<file path="src/rtl/i2c_pkg.sv">
// Shared I2C definitions: target FSM state encoding and R/W bit values.
package i2c_pkg;

    typedef enum logic [2:0] {
        IDLE,
        ADDR,
        ADDR_ACK,
        WR_BYTE,
        WR_ACK,
        RD_BYTE,
        RD_ACK,
        IGNORE
    } i2c_tgt_state_t;

    // R/W bit in the address byte; the master block uses the same values.
    localparam logic I2C_RD = 1'b1;
    localparam logic I2C_WR = 1'b0;

endpackage

</file>
<file path="src/rtl/i2c_sync_edge.sv">
// Synchronizer for one asynchronous bus line plus edge detection on the
// synchronized level. Resets to 1 because an idle I2C line is pulled high.
module i2c_sync_edge #(
    parameter int SYNC_FF = 2
) (
    input  logic clk,
    input  logic rst,
    input  logic pad,
    output logic level,
    output logic rise,
    output logic fall
);

    logic [SYNC_FF-1:0] chain_q;
    logic               hist_q;

    // Shift the pad through the synchronizer chain, then one history flop.
    always_ff @(posedge clk) begin
        if (rst) begin
            chain_q <= '1;
            hist_q  <= 1'b1;
        end else begin
            chain_q <= {chain_q[SYNC_FF-2:0], pad};
            hist_q  <= chain_q[SYNC_FF-1];
        end
    end

    assign level = chain_q[SYNC_FF-1];
    assign rise  = level & ~hist_q;
    assign fall  = ~level & hist_q;

endmodule

</file>
<file path="src/rtl/i2c_target.sv">
// I2C target responding at one 7-bit address, exposing an 8-bit register
// space. Register port protocol: reg_we is a one-cycle strobe with no
// back-pressure; reg_addr/reg_wdata are valid in the strobe cycle and the
// external memory must accept the write in that cycle. reg_rdata is a
// combinational read of register[reg_addr], sampled whenever a byte is loaded.
module i2c_target
    import i2c_pkg::*;
#(
    parameter logic [6:0] I2C_ADDR = 7'h39,
    parameter int         SYNC_FF  = 2
) (
    input  logic           clk,
    input  logic           rst,
    input  logic           scl_in,
    input  logic           sda_in,
    output logic           sda_oe,
    output logic [7:0]     reg_addr,
    output logic [7:0]     reg_wdata,
    output logic           reg_we,
    input  logic [7:0]     reg_rdata,
    output logic           busy,
    output i2c_tgt_state_t dbg_state
);

    logic s_scl, s_sda, scl_rise, scl_fall, sda_rise, sda_fall;
    logic start_evt, stop_evt;

    i2c_tgt_state_t state;
    logic [7:0]     shift_q;
    logic [3:0]     bit_cnt;
    logic           ptr_phase;
    logic           rw_q;
    logic           inc_pend;
    logic           load_pend;
    logic [7:0]     byte_in;

    i2c_sync_edge #(.SYNC_FF(SYNC_FF)) u_scl (
        .clk   (clk),
        .rst   (rst),
        .pad   (scl_in),
        .level (s_scl),
        .rise  (scl_rise),
        .fall  (scl_fall)
    );

    i2c_sync_edge #(.SYNC_FF(SYNC_FF)) u_sda (
        .clk   (clk),
        .rst   (rst),
        .pad   (sda_in),
        .level (s_sda),
        .rise  (sda_rise),
        .fall  (sda_fall)
    );

    assign start_evt = s_scl & sda_fall;
    assign stop_evt  = s_scl & sda_rise;
    assign byte_in   = {shift_q[6:0], s_sda};
    assign dbg_state = state;

    // Protocol FSM: START/STOP first, then per-state bit handling on SCL edges.
    always_ff @(posedge clk) begin
        if (rst) begin
            state     <= IDLE;
            shift_q   <= 8'h00;
            bit_cnt   <= 4'd0;
            ptr_phase <= 1'b0;
            rw_q      <= I2C_WR;
            inc_pend  <= 1'b0;
            load_pend <= 1'b0;
            sda_oe    <= 1'b0;
            busy      <= 1'b0;
            reg_addr  <= 8'h00;
            reg_wdata <= 8'h00;
            reg_we    <= 1'b0;
        end else begin
            reg_we <= 1'b0;
            // Pointer advances the cycle after a write strobe so the strobe
            // carries the address the byte belongs to.
            if (inc_pend) begin
                reg_addr <= reg_addr + 8'd1;
                inc_pend <= 1'b0;
            end
            // Next read byte is fetched once the incremented pointer is visible.
            if (load_pend) begin
                shift_q   <= reg_rdata;
                load_pend <= 1'b0;
            end

            if (start_evt) begin
                state     <= ADDR;
                bit_cnt   <= 4'd0;
                shift_q   <= 8'h00;
                sda_oe    <= 1'b0;
                load_pend <= 1'b0;
            end else if (stop_evt) begin
                state     <= IDLE;
                sda_oe    <= 1'b0;
                busy      <= 1'b0;
                load_pend <= 1'b0;
            end else begin
                case (state)
                    ADDR: begin
                        if (scl_rise) begin
                            shift_q <= byte_in;
                            if (bit_cnt == 4'd7) begin
                                bit_cnt <= 4'd0;
                                if (byte_in[7:1] == I2C_ADDR) begin
                                    state <= ADDR_ACK;
                                    rw_q  <= byte_in[0];
                                end else begin
                                    state <= IGNORE;
                                end
                            end else begin
                                bit_cnt <= bit_cnt + 4'd1;
                            end
                        end
                    end
                    ADDR_ACK: begin
                        // sda_oe doubles as the "ACK already driven" marker.
                        if (scl_fall) begin
                            if (!sda_oe) begin
                                sda_oe <= 1'b1;
                                busy   <= 1'b1;
                            end else if (rw_q == I2C_RD) begin
                                sda_oe  <= ~reg_rdata[7];
                                shift_q <= {reg_rdata[6:0], 1'b0};
                                bit_cnt <= 4'd1;
                                state   <= RD_BYTE;
                            end else begin
                                sda_oe    <= 1'b0;
                                bit_cnt   <= 4'd0;
                                ptr_phase <= 1'b1;
                                state     <= WR_BYTE;
                            end
                        end
                    end
                    WR_BYTE: begin
                        if (scl_rise) begin
                            shift_q <= byte_in;
                            if (bit_cnt == 4'd7) begin
                                bit_cnt <= 4'd0;
                                state   <= WR_ACK;
                                if (ptr_phase) begin
                                    reg_addr  <= byte_in;
                                    ptr_phase <= 1'b0;
                                end else begin
                                    reg_wdata <= byte_in;
                                    reg_we    <= 1'b1;
                                    inc_pend  <= 1'b1;
                                end
                            end else begin
                                bit_cnt <= bit_cnt + 4'd1;
                            end
                        end
                    end
                    WR_ACK: begin
                        if (scl_fall) begin
                            if (!sda_oe) begin
                                sda_oe <= 1'b1;
                            end else begin
                                sda_oe <= 1'b0;
                                state  <= WR_BYTE;
                            end
                        end
                    end
                    RD_BYTE: begin
                        if (scl_fall) begin
                            if (bit_cnt == 4'd8) begin
                                sda_oe  <= 1'b0;
                                bit_cnt <= 4'd0;
                                state   <= RD_ACK;
                            end else begin
                                sda_oe  <= ~shift_q[7];
                                shift_q <= {shift_q[6:0], 1'b0};
                                bit_cnt <= bit_cnt + 4'd1;
                            end
                        end
                    end
                    RD_ACK: begin
                        if (scl_rise) begin
                            if (!s_sda) begin
                                reg_addr  <= reg_addr + 8'd1;
                                load_pend <= 1'b1;
                                state     <= RD_BYTE;
                            end else begin
                                sda_oe <= 1'b0;
                                state  <= IGNORE;
                            end
                        end
                    end
                    IDLE, IGNORE: begin
                    end
                    default: state <= IDLE;
                endcase
            end
        end
    end

endmodule
</file>
<file path="config.mk">
export PLATFORM = sky130hd
export DESIGN_NAME = i2c_target
export DESIGN_NICKNAME = d
export VERILOG_FILES = /design/src/rtl/i2c_pkg.sv /design/src/rtl/i2c_sync_edge.sv /design/src/rtl/i2c_target.sv
export SDC_FILE = /design/constraint.sdc
export NUM_CORES = 1
export LEC_CHECK = 0
export ABC_AREA = 1
export BUFFER_PORTS_ARGS = -buffer_cell sky130_fd_sc_hd__buf_2
export CAP_MARGIN = 20
export CORE_MARGIN = 5
export CORE_UTILIZATION = 40
export CTS_CLUSTER_SIZE = 24
export DETAILED_ROUTE_END_ITERATION = 16
export PLACE_DENSITY = 0.67
export SLEW_MARGIN = 20
export SYNTH_ARGS = -nofsm -noshare
export SYNTH_HDL_FRONTEND = slang
export SYNTH_SLANG_ARGS = --single-unit
</file>
<file path="constraint.sdc">
create_clock -name clk -period 5.2 [get_ports clk]
set_clock_uncertainty 0.2 [all_clocks]
set_input_delay 0.52 -clock clk [delete_from_list [all_inputs] [get_ports clk]]
set_output_delay 0.52 -clock clk [all_outputs]
set_load 0.05 [all_outputs]
</file>
==> results.sh, run 1 <==
export IMPL_hold_path_class="in -> reg"
export IMPL_fin_crit_sh_pct=40.3
export IMPL_p_sw_uw=176
export IMPL_grt_pass1_wl_um=13600
export IMPL_drtIter0Drc=269
export IMPL_wl_um=8240
export IMPL_hold_viol=0
export IMPL_worstMarginPinSlew_ns=0.446
export IMPL_slew_viol_final=0
export IMPL_hold_buffers=0
export IMPL_crit_type="reg -> reg"
export IMPL_syn_area_mm2=0.00299
export IMPL_synthSimpleGateAreaFrac_pct=43.4
export IMPL_max_clock_path_buffers=2
export IMPL_rsz0062_at_grt="false"
export IMPL_syn_num_nets=492
export IMPL_cp_num_buf_inv=1
export IMPL_place_hpwl_um=6240
export IMPL_syn_inst=477
export IMPL_start_kind="flop"
export IMPL_outcome="finished clean"
export IMPL_ant_nets=0
export IMPL_timing_rr_start="dbg_state[0]"
export IMPL_gp_congestion=0.906
export IMPL_dp_cells=598
export IMPL_crit_fanout=16
export IMPL_layout_commonest_cell="nand2_1"
export IMPL_drv_cap=0
export IMPL_gr_total_overflow=0
export IMPL_synth_xor_area_share_pct=0.293
export IMPL_tritoncts="yes"
export IMPL_crit_start="dbg_state[0]"
export IMPL_synthMuxAreaShare_pct=0
export IMPL_synth_fa_ha_area_share_pct=1.26
export IMPL_power_density_mw_per_mm2=202
export IMPL_die_area_mm2=0.00929
export IMPL_yosysWarnings=0
export IMPL_intPower_uw=493
export IMPL_core_area_mm2=0.00725
export IMPL_r2r_cells=8
export IMPL_critPathMaxStageDelay_ns=0.60
export IMPL_seq_area_frac_synth_pct=28.8
export IMPL_synth_seq_cells=43
export IMPL_clkPwrFrac_pct=40.7
export IMPL_final_cell_mix="nand2_1, inv_1, nand3_1"
export IMPL_drive_gt1_share_pct=19.7
export IMPL_layout_nets=521
export IMPL_relSlewSlack_pct=70.3
export IMPL_fp_row_count=31
export IMPL_syn_to_final_growth_pct=11.1
export IMPL_end_kind="flop"
export IMPL_antenna_found_initial=0
export IMPL_drc=0
export IMPL_track_usage_pct=18.6
export IMPL_required_ns=5.23
export IMPL_cts_buffers_inserted=5
export IMPL_dr_pass1_iters=5
export IMPL_grt_pass1_vias=2796
export IMPL_n_antenna_cell=0
export IMPL_die_height_um=96.4
export IMPL_p_sw_share_pct=26.3
export IMPL_ys_types=36
export IMPL_postCtsSetupBuffers=0
export IMPL_leakage_nw=1.64
export IMPL_fin_crit_ns=2.10
export IMPL_grt_max_degree=17
export IMPL_path_delay_family="simple AND/OR/NAND/NOR gates"
export IMPL_cp_slowest_cell="dfxtp_1"
export IMPL_cts_sinks=43
export IMPL_insertion_delay_ns=0.31
export IMPL_clkTransAtPathRegs_ns=0.10
export IMPL_holdPathStages=2
export IMPL_seqPwrFrac_pct=50.6
export IMPL_routedWlPerCell_um=13.6
export IMPL_final_cells=606
export IMPL_synth_compound_area_share_pct=15.8
export IMPL_combinationalPowerShare_pct=8.7
export IMPL_portBuffers=33
export IMPL_fmax_mhz=477
export IMPL_start_util_pct=41.2
export IMPL_vias=3123
export IMPL_syn_area_per_cell_um2=6.26
export IMPL_setup_viol=0
export IMPL_synth_top_family_by_area="simple AND/OR/NAND/NOR gates"
export IMPL_setup_tns_ns=0
export IMPL_hp_start="scl_in"
export IMPL_cp_cell_sequence="nand2_4, nor2_4, nand2_1, nor2_1, nand3_2, inv_2, o21ai_0, a21oi_1"
export IMPL_cp_depth=8
export IMPL_irDropWorstVdd_mv=0.147
export IMPL_via_per_inst=5.15
export IMPL_cts_root_buffer="clkbuf_8"
export IMPL_cts_max_level=2
export IMPL_pin_count=34
export IMPL_crit_arrival_ns=2.13
export IMPL_cts_resized=0
export IMPL_dieWidth_um=96.4
==> through the flow <==
stage	hold WS [ns]	worst slack, ns	util (%)	cell area (um2)	total power, mW
2_1_floorplan	0.189	3.25	-	2990	0.386
3_3_place_gp	0.193	3.14	44.2	3200	0.403
3_5_place_dp	0.217	3.15	44.2	3200	0.404
4_1_cts	0.186	3.12	45.7	3320	0.674
5_1_grt	0.192	2.83	45.7	3320	0.688
6_report	0.185	3.10	45.7	3320	0.669
==> metal layers <==
| layer | track usage, % | share of wire (%) |
|---|---|---|
| met5 | 0 | 0 |
| met4 | 5.26 | 1.6 |
| met3 | 2.32 | 6.4 |
| met2 | 30.2 | 45 |
| met1 | 25.9 | 47 |
==> sequential cells by signal, indices dropped and copies added (netlist names), 2 cells and up <==
| name | count |
|---|---|
| dbg_state | 3 |
| u_sda.chain_q | 2 |
| bit_cnt | 4 |
| reg_wdata | 8 |
| u_scl.chain_q | 2 |
| reg_addr | 8 |
| shift_q | 8 |
==> final timing paths <==
kind,endpoint,slack [ns]
worst max-delay path,reg_wdata[1],3.10
worst min-delay path,u_scl.chain_q[0],0.19
worst max register to register,reg_wdata[1],3.10
worst min register to register,u_sda.chain_q[1],0.23
==> cell families after synthesis <==
family,count (synthesis)
AO/OA/AOI/OAI,83
buffers and inverters,73
AND/OR/NAND/NOR,274
adder cells (fa/ha/maj),3
XOR/XNOR,1
flip-flops,43
==> cells in the mapped netlist <==
| library cell | instances | area, um2 |
|---|---|---|
| nand2_1 | 155 | 582 |
| inv_1 | 45 | 169 |
| nand3_1 | 45 | 225 |
| dfxtp_1 | 43 | 861 |
| nor2_1 | 36 | 135 |
| a21oi_1 | 28 | 140 |
| o21ai_0 | 27 | 135 |
| inv_2 | 15 | 56.3 |
| o21ai_1 | 8 | 40.0 |
| nor2_2 | 6 | 37.5 |
| nor2_4 | 6 | 67.6 |
| nand2_2 | 5 | 31.3 |
| or2_2 | 5 | 31.3 |
| a21oi_2 | 4 | 35.0 |
| nand2_4 | 4 | 45.0 |
| nand3_2 | 4 | 40.0 |
| o21ai_2 | 4 | 35.0 |
| o21bai_1 | 4 | 30.0 |
| buf_2 | 3 | 15.0 |
| buf_4 | 3 | 22.5 |
| clkbuf_1 | 3 | 11.3 |
| ha_1 | 3 | 37.5 |
| o211ai_1 | 3 | 22.5 |
| a22oi_1 | 2 | 15.0 |
| a31oi_1 | 2 | 12.5 |
| buf_6 | 2 | 22.5 |
| inv_4 | 2 | 12.5 |
| nor3_1 | 2 | 10.0 |
| nand3_4 | 1 | 17.5 |
| nand3b_4 | 1 | 20.0 |
| nand4_1 | 1 | 6.26 |
| nand4_4 | 1 | 21.3 |
| nor2_8 | 1 | 20.0 |
| nor4_1 | 1 | 6.26 |
| o31ai_1 | 1 | 7.51 |
| xor2_1 | 1 | 8.76 |
==> cell type report <==
class,count,area (um2)
Timing Repair Buffer,33,165
Fill cell,780,3940
Tap cell,99,124
Inverter,62,238
Multi-Input combinational cell,361,1820
Sequential cell,43,861
Clock buffer,5,68.8
Clock inverter,3,43.8
==> worst register-to-register path: stages, from the launching register on <==
cell	delay (ns)
dfxtp_1	0.60
nand2_4	0.13
nor2_4	0.28
nand2_1	0.09
nor2_1	0.12
nand3_2	0.10
inv_2	0.24
o21ai_0	0.13
a21oi_1	0.13
==> power by group through the flow <==
stage	Combinational [mW]	Sequential, mW	Clock, mW
after detailed placement	0.0575	0.346	0
after global routing	0.0633	0.339	0.285
final	0.0581	0.339	0.272
after floorplan	0.0394	0.347	0
after global placement	0.0570	0.346	0
after CTS	0.0578	0.339	0.277
(Power assumes the default switching activity.)
==> run 2, diff against run 1 <==
--- a/config.mk
+++ b/config.mk
@@ -12,7 +12,7 @@
 export CORE_UTILIZATION = 40
 export CTS_CLUSTER_SIZE = 24
 export DETAILED_ROUTE_END_ITERATION = 16
-export PLACE_DENSITY = 0.67
+export PLACE_DENSITY = 0.69
 export SLEW_MARGIN = 20
 export SYNTH_ARGS = -nofsm -noshare
 export SYNTH_HDL_FRONTEND = slang
==> constraint.sdc (replaced) <==
create_clock -name clk -period 1.9 [get_ports clk]
set_clock_uncertainty 0.2 [all_clocks]
set_input_delay 0.19 -clock clk [delete_from_list [all_inputs] [get_ports clk]]
set_output_delay 0.19 -clock clk [all_outputs]
set_load 0.05 [all_outputs]
==> run 2 against run 1 <==
  * Final cell count is 3.5% higher
  * Sequential power grew to 2.7 times the previous value
  * Register-to-register slack worse by 3.0 ns
  * Flip-flop and latch count stayed put
  * Final area is 6.6% higher
  * Non-clock buffer count is 20 higher
  * First-iteration DRC count is 30% lower
  * Power grew to 2.5 times the previous value
  * Routed wire length is 3.5% higher
  * Worst setup slack worse by 3.0 ns
  * Utilization is 3.0 points higher
  * Global-route usage is 1.0 points higher
  * Largest cell class unchanged
==> results.sh, run 2 (synthesis results as in run 1) <==
export IMPL_outcome="finished clean"
export IMPL_top_regs="reg_addr: 8 flops, reg_wdata: 8 flops, shift_q: 8 flops"
export IMPL_path_delay_family="simple AND/OR/NAND/NOR gates"
export IMPL_met1_usage_pct=26.1
export IMPL_relSlewSlack_pct=69.9
export IMPL_setup_viol=0
export IMPL_cts_root_buffer="clkbuf_8"
export IMPL_critPathMaxStageDelay_ns=0.35
export IMPL_hold_path_class="in -> reg"
export IMPL_clkTransAtPathRegs_ns=0.08
export IMPL_dp_cells=614
export IMPL_final_seq_area_um2=871
export IMPL_start_kind="flop"
export IMPL_routedWlPerCell_um=13.6
export IMPL_cts_buffers_inserted=5
export IMPL_antenna_found_initial=0
export IMPL_n_antenna_cell=0
export IMPL_hp_start="reg_rdata[3]"
export IMPL_gp_congestion=0.940
export IMPL_tritoncts="yes"
export IMPL_cts_max_level=2
export IMPL_holdPathStages=5
export IMPL_cp_cell_sequence="ha_2, nand2_2, nor2_4, nand3_2, nand2_1, nand3_1, nand2_1, nand3_1, nor2_1, nor2_1"
export IMPL_fin_crit_ns=1.79
export IMPL_grt_busiest_layer="met2"
export IMPL_drtIter0Drc=188
export IMPL_pin_count=34
export IMPL_drc=0
export IMPL_wl_um=8520
export IMPL_end_kind="flop"
export IMPL_final_cells=627
export IMPL_die_height_um=96.4
export IMPL_multi_input_area_mm2=0.00188
export IMPL_start_util_pct=41.2
export IMPL_track_usage_pct=19.6
export IMPL_dr_pass1_iters=4
export IMPL_via_per_inst=5.03
export IMPL_met3_usage_pct=2.79
export IMPL_gr_total_overflow=0
export IMPL_fmax_mhz=558
export IMPL_vias=3155
export IMPL_insertion_delay_ns=0.30
export IMPL_hold_viol=0
export IMPL_slew_viol_final=0
export IMPL_worst_r2r_setup_slack_ns=0.11
export IMPL_portBuffers=33
export IMPL_place_hpwl_um=6530
export IMPL_cp_num_buf_inv=0
export IMPL_die_area_mm2=0.00929
export IMPL_final_cell_mix="nand2_1, inv_1, nand3_1"
export IMPL_crit_arrival_ns=1.78
export IMPL_fp_row_count=31
export IMPL_grt_pass1_vias=2994
export IMPL_drive_gt1_share_pct=25.0
export IMPL_min_to="shift_q[4]"
export IMPL_met2_usage_pct=32.6
export IMPL_syn_to_final_growth_pct=18.4
export IMPL_grt_max_degree=17
export IMPL_grt_pass1_wl_um=14300
export IMPL_timing_rr_start="bit_cnt[0]"
export IMPL_leakage_nw=1.73
export IMPL_crit_start="bit_cnt[0]"
export IMPL_required_ns=1.89
export IMPL_worstMarginPinSlew_ns=0.451
export IMPL_fin_crit_sh_pct=94.4
export IMPL_irDropWorstVdd_mv=0.354
export IMPL_r2r_cells=10
export IMPL_ant_nets=0
export IMPL_dieWidth_um=96.4
export IMPL_power_density_mw_per_mm2=477
export IMPL_cts_sinks=43
export IMPL_layout_commonest_cell="nand2_1"
export IMPL_drv_cap=0
export IMPL_crit_fanout=5
export IMPL_core_area_mm2=0.00725
export IMPL_cp_slowest_cell="dfxtp_1"
export IMPL_timing_rr_end="dbg_state[0]"
export IMPL_max_clock_path_buffers=2
export IMPL_fillers=789
export IMPL_layout_nets=542
export IMPL_crit_type="reg -> reg"
export IMPL_fin_util_pct=48.7
-- run 2: stage by stage --
step | setup TNS [ns] | area (um2) | worst slack, ns | power [mW] | hold slack, ns
global placement | 0 | 3330 | 0.0876 | 1.12 | 0.172
finish | 0 | 3530 | 0.107 | 1.68 | 0.0391
CTS | 0 | 3440 | 0.00396 | 1.70 | 0.0335
floorplan | 0 | 2990 | 0.0178 | 1.06 | 0.0938
detailed placement | 0 | 3330 | 0.0200 | 1.12 | 0.176
global route | -0.283 | 3530 | -0.0375 | 1.76 | 0.0509
-- run 2: final cells by class --
type                            instances  share of cell area (%)
Multi-Input combinational cell        361                    53.3
Sequential cell                        43                    24.6
Timing Repair Buffer                   53                    9.14
Inverter                               62                    6.87
Tap cell                               99                    3.51
Clock buffer                            6                    2.05
Clock inverter                          2                   0.354
Timing Repair inverter                  1                   0.142
-- run 2: report_power, final --
group          internal (mW)  switching [mW]
logic                 0.0610           0.122
registers              0.910          0.0149
clock network          0.257           0.319
-- run 2: tightest hold or removal path, cell delays in order --
cell	delay [ns]
buf_2	0.11
nand2_1	0.06
nand2_1	0.05
nand2_1	0.05
a21oi_1	0.05
-- run 2: per-layer routing --
metal | vias to the layer above | wire (um)
li1 | 1620 | -
met1 | 1463 | 3980
met2 | 59 | 4060
met3 | 13 | 353
met4 | 0 | 130
met5 | - | 0
-- run 2: how the worst max path moves through the flow --
stage	slack, ns	endpoint	depth (start not counted)
after detailed placement	0.02	reg_wdata[4]	9
after global placement	0.09	reg_wdata[6]	9
after floorplan	0.02	reg_addr[1]	8
after global routing	-0.04	reg_wdata[7]	9
after CTS	0.004	reg_wdata[4]	9
final	0.11	dbg_state[0]	10
-- run 2: timing repair --
action | in CTS | in global routing
gates resized for setup | 0 | 22
hold buffers | 3 | 0
buffers inserted | 0 | 1
endpoints found under the hold margin | 3 | 0
setup endpoints to repair | 0 | 30
